$ cat src/rtl/clock_counter.sv
// Time-of-day keeper driven by timer tick pulses: 24-hour hr:min:sec with manual set,
// plus an alarm FSM (IDLE/RING/SNOOZE) that counts ring and snooze time in seconds.
module clock_counter #(
    parameter int unsigned TICKS_PER_SEC = 1000,
    parameter int unsigned RING_SEC      = 60,
    parameter int unsigned SNOOZE_SEC    = 300
) (
    input  logic       clk,
    input  logic       reset,
    input  logic       tick,
    input  logic       set_mode,
    input  logic       set_sel,
    input  logic       inc,
    input  logic       alarm_en,
    input  logic [4:0] alarm_hr,
    input  logic [5:0] alarm_min,
    input  logic       stop,
    input  logic       snooze,
    output logic [4:0] hr,
    output logic [5:0] min,
    output logic [5:0] sec,
    output logic       sec_pulse,
    output logic       alarm_ring
);

    localparam int unsigned TW = $clog2(TICKS_PER_SEC + 1);
    localparam int unsigned RW = $clog2(RING_SEC + 1);
    localparam int unsigned SW = $clog2(SNOOZE_SEC + 1);

    localparam logic [TW-1:0] TICK_LAST   = TW'(TICKS_PER_SEC - 1);
    localparam logic [RW-1:0] RING_LOAD   = RW'(RING_SEC);
    localparam logic [SW-1:0] SNOOZE_LOAD = SW'(SNOOZE_SEC);

    typedef enum logic [1:0] {
        IDLE   = 2'd0,
        RING   = 2'd1,
        SNOOZE = 2'd2
    } state_t;

    logic [TW-1:0] tick_cnt;
    logic [RW-1:0] ring_cnt;
    logic [SW-1:0] snz_cnt;
    state_t        state;
    logic          match;

    // Matching uses the displayed time, so set-mode edits can never trigger a ring.
    assign match = sec_pulse && (sec == 6'd0) && (min == alarm_min) && (hr == alarm_hr);

    always_ff @(posedge clk or negedge reset) begin
        if (!reset) begin
            tick_cnt  <= '0;
            hr        <= '0;
            min       <= '0;
            sec       <= '0;
            sec_pulse <= 1'b0;
        end else if (set_mode) begin
            tick_cnt  <= '0;
            sec       <= '0;
            sec_pulse <= 1'b0;
            if (inc) begin
                if (set_sel) begin
                    hr <= (hr == 5'd23) ? '0 : hr + 5'd1;
                end else begin
                    min <= (min == 6'd59) ? '0 : min + 6'd1;
                end
            end
        end else if (tick) begin
            if (tick_cnt == TICK_LAST) begin
                tick_cnt  <= '0;
                sec_pulse <= 1'b1;
                if (sec == 6'd59) begin
                    sec <= '0;
                    if (min == 6'd59) begin
                        min <= '0;
                        hr  <= (hr == 5'd23) ? '0 : hr + 5'd1;
                    end else begin
                        min <= min + 6'd1;
                    end
                end else begin
                    sec <= sec + 6'd1;
                end
            end else begin
                tick_cnt  <= tick_cnt + 1'b1;
                sec_pulse <= 1'b0;
            end
        end else begin
            sec_pulse <= 1'b0;
        end
    end

    always_ff @(posedge clk or negedge reset) begin
        if (!reset) begin
            state      <= IDLE;
            ring_cnt   <= '0;
            snz_cnt    <= '0;
            alarm_ring <= 1'b0;
        end else begin
            alarm_ring <= (state == RING);
            case (state)
                IDLE: begin
                    if (alarm_en && match) begin
                        state    <= RING;
                        ring_cnt <= RING_LOAD;
                    end
                end
                RING: begin
                    if (!alarm_en || stop) begin
                        state <= IDLE;
                    end else if (snooze) begin
                        state   <= SNOOZE;
                        snz_cnt <= SNOOZE_LOAD;
                    end else if (sec_pulse) begin
                        if (ring_cnt == RW'(1)) state <= IDLE;
                        else ring_cnt <= ring_cnt - 1'b1;
                    end
                end
                SNOOZE: begin
                    if (!alarm_en || stop) begin
                        state <= IDLE;
                    end else if (sec_pulse) begin
                        if (snz_cnt == SW'(1)) begin
                            state    <= RING;
                            ring_cnt <= RING_LOAD;
                        end else begin
                            snz_cnt <= snz_cnt - 1'b1;
                        end
                    end
                end
                default: state <= IDLE;
            endcase
        end
    end

endmodule

$ cat config.mk
export PLATFORM = sky130hd
export DESIGN_NAME = clock_counter
export DESIGN_NICKNAME = d
export VERILOG_FILES = /design/src/rtl/clock_counter.sv
export SDC_FILE = /design/constraint.sdc
export NUM_CORES = 1
export LEC_CHECK = 0
export CAP_MARGIN = 15
export CORE_MARGIN = 3
export CORE_UTILIZATION = 25
export CTS_CLUSTER_SIZE = 30
export DETAILED_ROUTE_END_ITERATION = 10
export GPL_ROUTABILITY_DRIVEN = 1
export GPL_TIMING_DRIVEN = 0
export HOLD_SLACK_MARGIN = 0.05
export PLACE_DENSITY_LB_ADDON = 0.3
export SLEW_MARGIN = 20
export SYNTH_ARGS = -nofsm -noshare
export SYNTH_HDL_FRONTEND = slang
export SYNTH_SLANG_ARGS = --single-unit
$ cat constraint.sdc
create_clock -name clk -period 2.8 [get_ports clk]
set_input_delay 0.42 -clock clk [delete_from_list [all_inputs] [get_ports clk]]
set_output_delay 0.42 -clock clk [all_outputs]
set_load 0.01 [all_outputs]
* After elaboration in Yosys (flattened, before gate mapping)
Cells that the tools add are included.
Operators by class: add/subtract/negate cells 6, equality and inequality tests 27, mux-type cells 49, reductions and logical operators 20
Operators by type and width (number):
- 6-bit two-way mux | 19
- 9-bit two-way mux | 5
- 5-bit two-way mux | 8
- 10-bit two-way mux | 3
- 2-bit inequality test, second input constant | 11
- 6-bit case mux with 3 select lines | 1
- 9-bit case mux with 2 select lines | 1
- 2-bit two-way mux | 8
- 6-bit by 1-bit adder with 6-bit output, second input constant | 2
- 6-bit == test, second input constant | 2
- 6-bit AND reduction | 2
- 10-bit by 1-bit adder with 10-bit output, second input constant | 1
- 10-bit == test, second input constant | 1
- 5-bit AND reduction | 2
- 2-bit nonzero test | 5
- 9-bit by 1-bit == test with 1-bit output, second input constant | 1
- 9-bit AND reduction | 1
- 9-bit by 1-bit subtractor with 9-bit output, second input constant | 1
- 6-bit by 1-bit == test with 1-bit output, second input constant | 1
- 6-bit == test | 1
- 6-bit logical NOT | 1
- 3-bit inequality test, second input constant | 2
- 2-bit case mux with 3 select lines | 1
- 6-bit by 1-bit subtractor with 6-bit output, second input constant | 1
- 15 further kinds | 21
Storage, ports and cells: flip-flop bits (word level) 46, bits of input ports 20, output and inout bits 19

* Logic depth before layout (Yosys ltp)
word-level depth 7, mapped depth 7, depth with buffers taken out 7

* Worst setup path before layout
No wires, ideal clock.
path kind register to register, start point register sec[0], end point register ring_cnt[1], setup time 0.125 ns, arrival 2.010 ns, data required time 2.675 ns, slack 0.666 ns, stages on the path, launching flop included 8, path buffers 0, clock period less this slack 2.134 ns, path through dfrtp_1 inv_1 ha_1 or4b_2 nor4_1 nand4_1 nand3_2 mux2_2
Between the ends: cells in the longest elaborated chain, start to end 7
RTL lines:
- from (decl) | line 21 | output logic [5:0] sec,
- from (signal assigned) | line 80 | sec <= sec + 6'd1;
- 6-bit logical NOT | line 47 | assign match = sec_pulse && (sec == 6'd0) && (min == alarm_min) && (hr == alarm_hr);
- 1-bit logical AND (3 in series) | line 47
- 1-bit logical AND | line 101 | if (alarm_en && match) begin
- 2-bit inequality test (no line)
- 9-bit AND reduction (no line)
- to (signal assigned) | line 114 | else ring_cnt <= ring_cnt - 1'b1;
- to (decl) | line 41 | logic [RW-1:0] ring_cnt;
Every way passes these cells. A chain may end at the register's enable or synchronous reset.

* Worst setup path in the final report
Same ends and word-level chain as after synthesis.

==> reports/qor.txt <==
Result of the run: finished clean
Synth top area cells: sky130_fd_sc_hd__dfrtp_1 44%, sky130_fd_sc_hd__xor2_1 6.0%, sky130_fd_sc_hd__ha_1 4.3%
Post-synthesis average cell area: 9.22 um2
Maximum cell stage delay along the critical path: 0.61 ns
Total power draw: 1.64 mW
Pin count of the biggest net entering global routing: 29
Area share of the largest cell type after synthesis: 43.5%
Non-filler cells in the finished layout: 466
Final Hold Violating Endpoints: 0
Initial antenna violation count: 0
Layout cell share with drive strength beyond 1: 6.91%
Switching power: 506 uW
Cell taking the most area after synthesis: sky130_fd_sc_hd__dfrtp_1
Drt via density: 4.92
Number of register bits inferred by synthesis: 46
Final routed DRC violation total: 0
Max_cap viols: 0
Worst slack, placed: 0.229 ns
Boundary Pins: 39
Cells along the critical path: inv_1 > ha_1 > or4b_2 > nor4_1 > nand4_1 > nand3_2 > mux2_2
Unrepaired setup endpoints after global routing: no
Logic pwr share: 24.9%
CORE AREA: 0.0100 mm2
Placed wire-length estimate after detailed placement: 4790 um
Commonest register cell after synthesis: sky130_fd_sc_hd__dfrtp_1
Post-placement cell count: 458
Mapped Cells: 287
Vias in the first global route: 2252
Number of buffers created by CTS: 5
Final cycle utilization of the critical path: 83.0%
Starting density of the core: 26.3%
Clock tree buffer depth: 2
Filler Cell Count: 1057
Sequential power share: 49.2%
Post-Synthesis Net Count: 316
Port Buffers: 37
Async set-or-reset flop fraction in the synthesized netlist: 100%
Critical R2R Launch: sec[0]
CTS tree: built
Total count of max-transition violations in the final report: 0
Die span in y: 109 um
Worst-case headroom to the max-slew limit: 53.3%
Setup skew after layout: 0.00601 ns
Slack of the worst reg-to-reg path: 0.48 ns
Number of instances resized during post-cts repair: 0
Final setup margin: 0.477 ns
Post-layout nets: 361
Routed via count: 2294
Register-to-Register Path Depth: 7
Upper clock frequency limit: 0.431 GHz
Antenna diode instance count: 0
Synth cell types: 49
1st-iter DRT viols: 73
Startpoint types: flop
Fraction of power consumed by the clock network: 25.9%
Remaining global-route overflow: 0
CP max-delay cell: sky130_fd_sc_hd__or4b_2
Count of flip-flops with a built-in enable after synthesis: 0
Power per standard cell area: 497 mW/mm2
Crit path kind: flop to flop
Total Neg Setup Slack: 0 ns
Total non-filler cell area in the finished layout: 0.00330 mm2
Wire length of the first global-routing pass: 10900 um
Placed cell areas: 0.00320 mm2
Width of the die: 109 um
Minimum clock period: 2.32 ns
1st-pass router iterations: 4
Worst path arrival time: 2.51 ns
Layout overhead on the synthesized area: 24.6%
Cell internal pwr: 1.13 mW
Switching portion of total power: 30.8%
Slew at the pin closest to its max-slew limit: 0.700 ns
Reg2Reg Capture Point: ring_cnt[1]
Critical path data required time: 2.99 ns
Synthesized area: 0.00265 mm2
Path category of the worst min-delay check: input port to asynchronous set/reset pin
Clock latency on the worst-skew pair: 0.30 ns
Total of hold buffers inserted after clock tree synthesis: 0
Clock root buffer master: sky130_fd_sc_hd__clkbuf_8
Deepest level of the CTS H-tree: 2
Std cell rows: 36
Number of clock sinks seen by CTS: 46
Total track usage: 11.5%
Kind of end point of the critical path: flop
DIE AREA: 0.0119 mm2
# setup viols final: 0
VDD IR-drop max: 0.313 mV
Total leakage power: 1.36 nW
Buffers inserted during post-CTS setup optimization: 0
Largest fanout on the critical path: 6
Antenna Violating Nets Remaining: 0
Total wirelength of the detailed-routed design: 6300 um
Detail-routed net length per standard cell: 13.5 um
Clock slew at the register clock pins of the worst setup and hold paths: 0.09 ns
GPL Wtd Cong: 0.758
Yosys warning count: 0
Seq/Total Area, Yosys: 43.5%
-- sequential cells by signal (all words and copies together) (netlist names) --
signal	cells
ring_cnt	6
sec_pulse	1
sec	6
snz_cnt	9
alarm_ring	1
min	6
state	2
tick_cnt	10
hr	5
-- layout make-up --
class                           count  area, um2  area share, %
Multi-Input combinational cell    221       1420           43.1
Sequential cell                    46       1150           34.9
Timing Repair Buffer               38        393           11.9
Tap cell                          133        166           5.05
Clock buffer                        7       86.3           2.62
Inverter                           11       41.3           1.25
Buffer                              9       33.8           1.03
Clock inverter                      1       5.00          0.152
-- metal layers --
metal / vias to the layer above / GRT usage (%) / routed length [um]
met1: 1123 / 15.5 / 3040
li1: 1128 / - / -
met2: 41 / 18.8 / 2960
met3: 2 / 2.90 / 263
met4: 0 / 2.16 / 34
met5: - / 0 / 0
-- stage by stage --
step	util, %	hold slack (ns)
global route	32.8	0.218
floorplan	-	0.124
finish	32.8	0.161
CTS	32.8	0.190
detailed placement	31.9	0.517
global placement	31.7	0.532
-- placed cells by master, fill, tap and decap left out, drive strengths merged, types with 6 or more instances in the layout --
cell type,instances
and3,6
xor2,18
o21ai,20
nor2,22
inv,11
clkdlybuf4s50,36
nand2,24
nand3,20
nand4,7
nor3,15
dfrtp,46
clkbuf,15
ha,9
or3,8
a21oi,12
-- worst max path at each step --
stage / start / cells after the start / end / slack [ns]
finish: sec[0] / 7 / ring_cnt[1] / 0.48
global route: alarm_en / 6 / snz_cnt[8] / 0.32
CTS: sec[0] / 7 / ring_cnt[1] / 0.45
detailed placement: alarm_en / 6 / snz_cnt[8] / 0.23
global placement: reset / 1 / tick_cnt[0] / -0.11
floorplan: sec[0] / 7 / ring_cnt[1] / 0.67
-- power groups by stage --
| stage | combinational [mW] | clock [mW] | sequential [mW] |
|---|---|---|---|
| floorplan | 0.186 | 0 | 0.826 |
| global placement | 0.407 | 0 | 0.820 |
| detailed placement | 0.416 | 0 | 0.820 |
| CTS | 0.419 | 0.438 | 0.807 |
| global route | 0.454 | 0.473 | 0.818 |
| finish | 0.409 | 0.424 | 0.806 |
-- synthesized netlist by cell type (all sizes together) (2+ instances only) --
master and number:
nor3 15, ha 9, xor2 18, o21ai 20, o21a 3, nand2 24
xnor2 3, or3 8, nand2b 5, nor2b 5, dfrtp 46, a211o 2
o31ai 4, nor2 22, nand4 7, mux2 4, nand3 20, a21oi 12
inv 11, clkbuf 8, a31oi 5, o2111ai 2, o41ai 3, a22o 3
nor4 5, and3 6
-- cells by family after synthesis --
kind of cell | Yosys count | synth area share (%)
AND/OR/NAND/NOR | 128 | 26.3
adder cells (fa/ha/maj) | 9 | 4.26
buffers and inverters | 20 | 2.84
AO/OA/AOI/OAI | 59 | 14.4
flip-flops | 46 | 43.5
multiplexers | 4 | 1.70
XOR/XNOR | 21 | 6.95
-- worst max-delay path, delay by kind of cell (launching register included) --
kind                     cells  cell delay (ns)
multiplexers                 1             0.35
adder cells (fa/ha/maj)      1             0.15
AND/OR/NAND/NOR              4             1.17
buffers and inverters        1             0.10
flip-flops                   1             0.44
Note: power is estimated with default switching activity, not from simulation.
